<file path="src/rtl/cache_cpu_master.sv">
// CPU-side initiator for the cache CPU interface: buffers read/write commands in a
// small FIFO, issues them one at a time, and returns completions with statistics.
module cache_cpu_master #(
  parameter int DATA_WIDTH     = 32,
  parameter int ADDR_WIDTH     = 16,
  parameter int FIFO_DEPTH     = 4,
  parameter int TIMEOUT_CYCLES = 255
) (
  input  logic                  clk,
  input  logic                  rst,
  input  logic                  cmd_valid,
  output logic                  cmd_ready,
  input  logic                  cmd_write,
  input  logic [ADDR_WIDTH-1:0] cmd_addr,
  input  logic [DATA_WIDTH-1:0] cmd_wdata,
  output logic [ADDR_WIDTH-1:0] cpu_address,
  output logic [DATA_WIDTH-1:0] cpu_write_data,
  output logic                  cpu_read_en,
  output logic                  cpu_write_en,
  input  logic [DATA_WIDTH-1:0] cpu_read_data,
  input  logic                  cpu_ready,
  output logic                  rsp_valid,
  input  logic                  rsp_ready,
  output logic                  rsp_write,
  output logic [DATA_WIDTH-1:0] rsp_rdata,
  output logic                  rsp_timeout,
  output logic                  busy,
  output logic [15:0]           stall_count,
  output logic [15:0]           req_count
);

  localparam int              PW      = $clog2(FIFO_DEPTH);
  localparam logic [PW:0]     DEPTH_C = (PW+1)'(FIFO_DEPTH);
  localparam logic [15:0]     TO_LAST = 16'(TIMEOUT_CYCLES - 1);

  typedef enum logic [1:0] {S_IDLE, S_ISSUE, S_WAIT, S_RESP} state_t;

  state_t                  state, state_n;
  logic                    fifo_write [FIFO_DEPTH];
  logic [ADDR_WIDTH-1:0]   fifo_addr  [FIFO_DEPTH];
  logic [DATA_WIDTH-1:0]   fifo_wdata [FIFO_DEPTH];
  logic [PW-1:0]           wr_ptr, rd_ptr;
  logic [PW:0]             count;
  logic                    empty, push, pop;

  logic [ADDR_WIDTH-1:0]   address_n;
  logic [DATA_WIDTH-1:0]   write_data_n, rdata_n;
  logic                    read_en_n, write_en_n, write_n, timeout_n;
  logic [15:0]             tcnt, tcnt_n, stall_n, req_n;

  assign empty     = (count == '0);
  assign cmd_ready = (count != DEPTH_C);
  assign push      = cmd_valid && cmd_ready;
  assign pop       = (state == S_IDLE) && !empty;
  assign rsp_valid = (state == S_RESP);
  assign busy      = (state != S_IDLE) || !empty;

  always_ff @(posedge clk) begin
    if (push) begin
      fifo_write[wr_ptr] <= cmd_write;
      fifo_addr[wr_ptr]  <= cmd_addr;
      fifo_wdata[wr_ptr] <= cmd_wdata;
    end
  end

  always_ff @(posedge clk) begin
    if (rst) begin
      wr_ptr <= '0;
      rd_ptr <= '0;
      count  <= '0;
    end else begin
      if (push) wr_ptr <= wr_ptr + 1'b1;
      if (pop)  rd_ptr <= rd_ptr + 1'b1;
      case ({push, pop})
        2'b10:   count <= count + 1'b1;
        2'b01:   count <= count - 1'b1;
        default: count <= count;
      endcase
    end
  end

  always_comb begin
    state_n      = state;
    address_n    = cpu_address;
    write_data_n = cpu_write_data;
    read_en_n    = cpu_read_en;
    write_en_n   = cpu_write_en;
    write_n      = rsp_write;
    rdata_n      = rsp_rdata;
    timeout_n    = rsp_timeout;
    tcnt_n       = tcnt;
    stall_n      = stall_count;
    req_n        = req_count;
    case (state)
      S_IDLE: begin
        if (pop) begin
          address_n    = fifo_addr[rd_ptr];
          write_data_n = fifo_wdata[rd_ptr];
          write_n      = fifo_write[rd_ptr];
          read_en_n    = !fifo_write[rd_ptr];
          write_en_n   = fifo_write[rd_ptr];
          state_n      = S_ISSUE;
        end
      end
      S_ISSUE: begin
        tcnt_n  = '0;
        state_n = S_WAIT;
      end
      S_WAIT: begin
        // cpu_ready is checked first so a completion on the expiry cycle wins
        if (cpu_ready) begin
          rdata_n    = rsp_write ? '0 : cpu_read_data;
          timeout_n  = 1'b0;
          read_en_n  = 1'b0;
          write_en_n = 1'b0;
          req_n      = req_count + 16'd1;
          state_n    = S_RESP;
        end else begin
          if (stall_count != '1) stall_n = stall_count + 16'd1;
          tcnt_n = tcnt + 16'd1;
          if (tcnt == TO_LAST) begin
            rdata_n    = '0;
            timeout_n  = 1'b1;
            read_en_n  = 1'b0;
            write_en_n = 1'b0;
            state_n    = S_RESP;
          end
        end
      end
      S_RESP: begin
        if (rsp_ready) state_n = S_IDLE;
      end
      default: state_n = S_IDLE;
    endcase
  end

  always_ff @(posedge clk) begin
    if (rst) begin
      state          <= S_IDLE;
      cpu_address    <= '0;
      cpu_write_data <= '0;
      cpu_read_en    <= 1'b0;
      cpu_write_en   <= 1'b0;
      rsp_write      <= 1'b0;
      rsp_rdata      <= '0;
      rsp_timeout    <= 1'b0;
      tcnt           <= '0;
      stall_count    <= '0;
      req_count      <= '0;
    end else begin
      state          <= state_n;
      cpu_address    <= address_n;
      cpu_write_data <= write_data_n;
      cpu_read_en    <= read_en_n;
      cpu_write_en   <= write_en_n;
      rsp_write      <= write_n;
      rsp_rdata      <= rdata_n;
      rsp_timeout    <= timeout_n;
      tcnt           <= tcnt_n;
      stall_count    <= stall_n;
      req_count      <= req_n;
    end
  end

endmodule

</file>
<file path="config.mk">
export PLATFORM = sky130hd
export DESIGN_NAME = cache_cpu_master
export DESIGN_NICKNAME = d
export VERILOG_FILES = /design/src/rtl/cache_cpu_master.sv
export SDC_FILE = /design/constraint.sdc
export NUM_CORES = 1
export LEC_CHECK = 0
export ABC_AREA = 0
export CORE_ASPECT_RATIO = 0.5
export CORE_MARGIN = 4
export CORE_UTILIZATION = 53
export DETAILED_ROUTE_END_ITERATION = 6
export GPL_ROUTABILITY_DRIVEN = 0
export GPL_TIMING_DRIVEN = 0
export PLACE_DENSITY = 0.79
export SLEW_MARGIN = 20
export SYNTH_ARGS = -nofsm -noshare
export SYNTH_HDL_FRONTEND = slang
export SYNTH_SLANG_ARGS = --single-unit
</file>
<file path="constraint.sdc">
create_clock -name clk -period 2.7 [get_ports clk]
set_input_delay 0.27 -clock clk [delete_from_list [all_inputs] [get_ports clk]]
set_output_delay 0.27 -clock clk [all_outputs]
set_load 0.005 [all_outputs]
</file>
==> impl_metrics.tcl, run 1 <==
set metrics [dict create \
    fillers 1509 \
    pre_cts_ws_ns -0.3182 \
    fmaxAchievable_mhz 389.5 \
    routed_wl_mm 30.60 \
    period_minus_slack_ns 2.568 \
    ios 205 \
    dieArea_mm2 0.02693 \
    cts_buffers 30 \
    dp_hpwl_mm 20.38 \
    startpoint "count[2]" \
    reg2reg_slack_ns 0.13 \
    htreeDepth 1 \
    ys_types 51 \
    crit_top_cell "inv_1" \
    outcome "finished clean" \
    synth_top_area_share_pct 45.84 \
    synth_top_area_cell "edfxtp_1" \
    worst_skew_pair.late_latency_ns 0.58 \
    powerDensity_mw_per_mm2 899.2 \
    muxShareOfSynthArea_pct 9.599 \
    drt-initial-drc-count 638 \
    fp.dieH_um 118.1 \
    final.setup.tns_ns 0 \
    crit_fanout 6 \
    grt_pass1_wl_mm 48.60 \
    synthSimpleGateAreaFrac_pct 9.979 \
    ys_top_cells_by_area "edfxtp_1 (46%), dfxtp_1 (22%), mux4_2 (8.6%)" \
    cts_buffer_depth 3 \
    relSlewSlack_pct 36.13 \
    critPathRequiredTime_ns 3.19 \
    grt_overflow 0 \
    fin_ws_ns 0.1324 \
    synthesis.area_per_instance_um2 14.03 \
    io_buffers 204 \
    synth_compound_area_share_pct 7.416 \
    synth_top_family_by_area "simple AND/OR/NAND/NOR gates" \
    fin_worst_skew_ns 0.01994 \
    critPathMaxStageDelay_ns 0.48 \
    syn_area_mm2 0.01284 \
    grt_pass1_vias 8755 \
    setup_violations 0 \
    ys.flop_type "edfxtp_1" \
    critPathLaunchType "register" \
    vias 8494 \
    synth_fa_ha_area_share_pct 1.423 \
    fin_util_pct 70.57 \
    power_leakage_uw 0.005420 \
    worst_slew_pin_slew_ns 0.9457 \
    core_area_mm2 0.02332 \
    reg2reg_to "count[2]" \
    synth_edf_count 196 \
    die_x_um 228.1 \
    cp_slowest_cell "or3b_1" \
    ir_worst_vdd_mv 0.4842 \
    drive_above_1_share_pct 9.898 \
    cts_tree "done" \
    async_reset_ff_share_pct 0 \
    synth_xor_area_share_pct 1.432 \
    r2r_cells 9 \
    slew_violations 0 \
    totalPowerFinal_uw 14800 \
    grt_max_degree 33 \
    std_cell_rows 39 \
    r2r-start "count[2]" \
    antenna_found_initial 2 \
    antenna_left 0 \
    synth_nets 1015 \
    wl_per_cell_um 20.52 \
    start_util_pct 55.05 \
    post_drt_via_cell_ratio 5.697 \
    drc 0 \
    critPathKind "register to register" \
    worstPathArrival_ns 3.05 \
    path_cells "or3b_1 > and2_1 > inv_1 > ha_1 > inv_1 > fa_1 > xor2_1 > or3_1 > a21oi_1" \
    synthToLayoutAreaGrowth_pct 28.19 \
    num-nets-final 1259 \
    cts_sinks 339 \
    hold_start "cpu_read_data[25]" \
    path_clk_slew_ns 0.07 \
    final_cell_mix "clkdlybuf4s50_1 (204), edfxtp_1 (196), dfxtp_1 (143), nand2_1 (123), a21oi_1 (76)" \
    grt_setup_unrepaired "false" \
    yosys_warnings 0 \
    hp-class "input port to register" \
    hold_viol 0 \
    whs_endpoint "rsp_rdata[25]" \
    final_common_cell "clkdlybuf4s50_1" \
    maxCapViolCount 0 \
    postSynthCellCount 915 \
    cp-end-kind "register" \
    drt_pass1_iterations 4 \
    root_buffer "clkbuf_16" \
    yosys_register_bits 339 \
    yosysSeqAreaShare_pct 68.13 \
    fin_crit_sh_pct 95.10 \
    track_usage_pct 22.34 \
    worstHoldPathCells 2 \
]
[per-layer routing]
metal | vias up | wire (um) | track usage (%) | share of wire (%)
met5 | - | 0 | 0 | 0
met4 | 0 | 707 | 5.959 | 2.3
met3 | 53 | 1535 | 3.772 | 5.0
met2 | 250 | 15860 | 39.64 | 52
met1 | 4265 | 12500 | 28.73 | 41
li1 | 3926 | - | - | -
[cells in the mapped netlist (8+ instances only)]
| master | number |
|---|---|
| edfxtp_1 | 196 |
| dfxtp_1 | 143 |
| nand2_1 | 123 |
| a21oi_1 | 76 |
| mux4_2 | 49 |
| nor2_1 | 41 |
| clkbuf_1 | 37 |
| a22o_1 | 32 |
| inv_1 | 19 |
| nand3_1 | 14 |
| ha_1 | 13 |
| nor3_1 | 12 |
| or3_1 | 12 |
| xnor2_1 | 12 |
| o21ai_0 | 10 |
| nand2b_1 | 9 |
| nand4_1 | 9 |
| nor4_1 | 9 |
| xor2_1 | 9 |
| nor2b_1 | 8 |
| or4_1 | 8 |
[worst max-delay path: cells and delay by family (launching register included)]
kind,cells,cell delay [ns]
buffers and inverters,2,0.16
flip-flops,1,0.43
XOR/XNOR,1,0.16
adder cells (fa/ha/maj),2,0.55
AND/OR/NAND/NOR,3,1.03
AO/OA/AOI/OAI,1,0.15
[stage by stage]
| step | instances | cell area (um^2) | hold WS, ns |
|---|---|---|---|
| after floorplan | 915 | 12840 | 0.3689 |
| after global placement | 1426 | 15270 | 0.4426 |
| after detailed placement | 1430 | 15370 | 0.4532 |
| after CTS | 1484 | 16410 | 0.2729 |
| after global routing | 1491 | 16460 | 0.2845 |
| final | 1491 | 16460 | 0.2948 |
[report_power, final]
group	switching (uW)	internal (uW)	leakage (uW)
Combinational	1970	1790	0.00197
Sequential	358	6210	0.00296
Clock	1890	2570	0.000492
Total	4230	10600	0.00542
[worst max path at each step]
stage,end,slack (ns),cells past startpoint
after floorplan,count[2],0.29,11
after global placement,fifo_addr[0][4],-0.64,2
after detailed placement,count[2],-0.32,11
after CTS,count[2],0.02,10
after global routing,count[2],0.03,9
final,count[2],0.13,9
[registers in the layout (all words and copies together) (netlist names), named ones only]
register	cells
fifo_write	4
rsp_timeout	1
cpu_address	16
fifo_addr	64
stall_count	16
rd_ptr	2
wr_ptr	2
count	3
cpu_read_en	1
req_count	16
fifo_wdata	128
rsp_rdata	32
cpu_write_data	32
rsp_write	1
tcnt	16
state	2
cpu_write_en	1
[final cells by class]
| class | instances | area (um^2) | share of cell area [%] |
|---|---|---|---|
| antenna | 2 | 5.005 | 0.03041 |
| buffer | 46 | 180.2 | 1.095 |
| clock buffer | 38 | 790.8 | 4.804 |
| clock inverter | 17 | 244.0 | 1.482 |
| inverter | 20 | 75.07 | 0.4561 |
| multi-input combinational | 509 | 3872 | 23.53 |
| sequential | 339 | 8748 | 53.15 |
| tap | 307 | 384.1 | 2.334 |
| timing repair buffer | 213 | 2160 | 13.12 |
[what timing repair did]
action,CTS,global route
endpoints found under the setup margin,3,4
pin swaps,0,0
resized for setup,2,1
setup buffers,0,5
hold buffers,0,0
[kinds of logic (layout without fill, tap and decap cells)]
family                     count (synthesis)  count (layout)
other                                      0               2
and+or+nand+nor                          267             267
AOI/OAI and AO/OA                        146             146
DFF                                      339             339
buffers and inverters                     67             334
xor gates and xnor gates                  21              21
adders and majority gates                 14              14
muxes                                     61              61
Note: power is estimated with default switching activity, not from simulation.
==> run 2: changes to the inputs <==
CAP_MARGIN = 20   (was unset)
HOLD_SLACK_MARGIN = 0.05   (was unset)
==> results of run 2 <==
Final layout, timing and power as in run 1 (identical DEF).
==> run 3: changes to the inputs <==
SKIP_LAST_GASP = 1   (was unset)
==> run 3 against run 2 <==
Net effect:
- wire length is 0.12% lower
- critical path depth decreased by 4
- register-to-register slack lost 0.03 ns
- highest routed layer unchanged
- flip-flop and latch count stayed put
- final area hardly changed
- count of clock-buffer cells in the layout unchanged
- via count increased by 0.16%
- total power hardly changed
- sequential share of layout area barely moved
- clock skew grew 0.0010 ns
==> impl_metrics.tcl, run 3 (same netlist as run 1, synthesis figures left out) <==
set metrics [dict create \
    fp.dieH_um 118.1 \
    cts_buffers 30 \
    drc 0 \
    worst_skew_pair.late_latency_ns 0.58 \
    start_util_pct 55.05 \
    largest_register_ffs 128 \
    htreeDepth 1 \
    final.setup.tns_ns 0 \
    fin_crit_sh_pct 96.16 \
    final_common_cell "clkdlybuf4s50_1" \
    dp_hpwl_mm 20.38 \
    slew_violations 0 \
    vias 8508 \
    core_area_mm2 0.02332 \
    post_drt_via_cell_ratio 5.702 \
    place_area_mm2 0.01537 \
    cts_buffer_depth 3 \
    die_x_um 228.1 \
    final_cell_area_mm2 0.01646 \
    worst_hold_slack_ns 0.2939 \
    fin_util_pct 70.58 \
    fin_cells 1492 \
    synthToLayoutAreaGrowth_pct 28.21 \
    track_usage_pct 22.34 \
    powerDensity_mw_per_mm2 899.9 \
    std_cell_rows 39 \
    routed_wl_mm 30.57 \
    ir_worst_vdd_mv 0.4855 \
    ios 205 \
    io_buffers 204 \
    worst_slew_pin_slew_ns 0.9880 \
    drt-initial-drc-count 651 \
    critPathLaunchType "register" \
    antenna_left 0 \
    maxCapViolCount 0 \
    hold_viol 0 \
    dp.cells 1430 \
    crit_family "buffers and inverters" \
    power_leakage_uw 0.005425 \
    fmaxAchievable_mhz 385.2 \
    critPathRequiredTime_ns 3.20 \
    grt_pass1_vias 8755 \
    fin_worst_skew_ns 0.02094 \
    root_buffer "clkbuf_16" \
    path_buf_inv 2 \
    cts_sinks 339 \
    path_clk_slew_ns 0.07 \
    outcome "finished clean" \
    relSlewSlack_pct 33.27 \
    final_cell_mix "clkdlybuf4s50_1 (204), edfxtp_1 (196), dfxtp_1 (143), nand2_1 (123), a21oi_1 (76)" \
    cp_slowest_cell "o31ai_1" \
    critPathMaxStageDelay_ns 0.77 \
    top_register "fifo_wdata" \
    dieArea_mm2 0.02693 \
    grt_setup_unrepaired "true" \
    drt_pass1_iterations 4 \
    path_cells "o31ai_1 > clkbuf_1 > clkbuf_1 > nand2_1 > a21oi_1" \
    crit_fanout 10 \
    critPathKind "register to register" \
    reg_top3 "fifo_wdata (128), fifo_addr (64)" \
    cp-end-kind "register" \
    grt_overflow 0 \
    antenna_found_initial 2 \
    hp-class "input port to register" \
    cts_tree "done" \
    grt_max_degree 33 \
    wl_per_cell_um 20.49 \
    ctsHoldBuffers 0 \
    grt_pass1_wl_mm 48.60 \
    worstPathArrival_ns 3.09 \
    period_minus_slack_ns 2.596 \
    num-nets-final 1260 \
    setup_violations 0 \
    drive_above_1_share_pct 9.890 \
    crit_top_cell "clkbuf_1" \
]
## run 3: cell types whose count changed in the layout (fill, tap and decap cells not counted), sizes merged
cell  delta
buf      +1
## run 3: metal layers
layer	wire length, um	track usage (%)	share of wire, %	up-vias
li1	-	-	-	3924
met3	1439	3.772	4.7	55
met4	725	5.959	2.4	0
met5	0	0	0	-
met2	15840	39.64	52	235
met1	12560	28.73	41	4294
## run 3: stage by stage
step | setup slack [ns] | power [uW]
finish | 0.1038 | 14810
global route | -0.001289 | 15500
CTS | -0.04845 | 14780
detailed placement | -0.3182 | 10310
global placement | -0.6358 | 10110
floorplan | 0.2888 | 8548
## run 3: layout make-up
type                    instances  area (um^2)
clock buffers                  38        790.8
repair buffers                214         2167
flip-flops and latches        339         8748
multi-input cells             509         3867
diodes                          2        5.005
fillers                      1511         6863
clock inverters                17        244.0
inverters                      20        75.07
well taps                     307        384.1
plain buffers                  46        180.2
## run 3: final timing paths
path	startpoint	end	slack, ns	cells past startpoint
worst min-delay path	cpu_read_data[25]	rsp_rdata[25]	0.29	2
worst max-delay path	count[0]	cpu_write_data[10]	0.10	5
worst max register to register	count[0]	cpu_write_data[10]	0.10	5
worst min register to register	cpu_write_data[21]	cpu_write_data[21]	0.46	2
## run 3: where the power goes
group          switching [uW]  internal [uW]  total [uW]
logic                    1980           1810        3780
clock network            1890           2570        4460
registers                 355           6210        6570
## run 3: repair_timing
item                                    CTS  global route
setup buffers                             0             6
gates resized for setup                   1             1
cloned                                    0             0
endpoints found under the setup margin    3             3
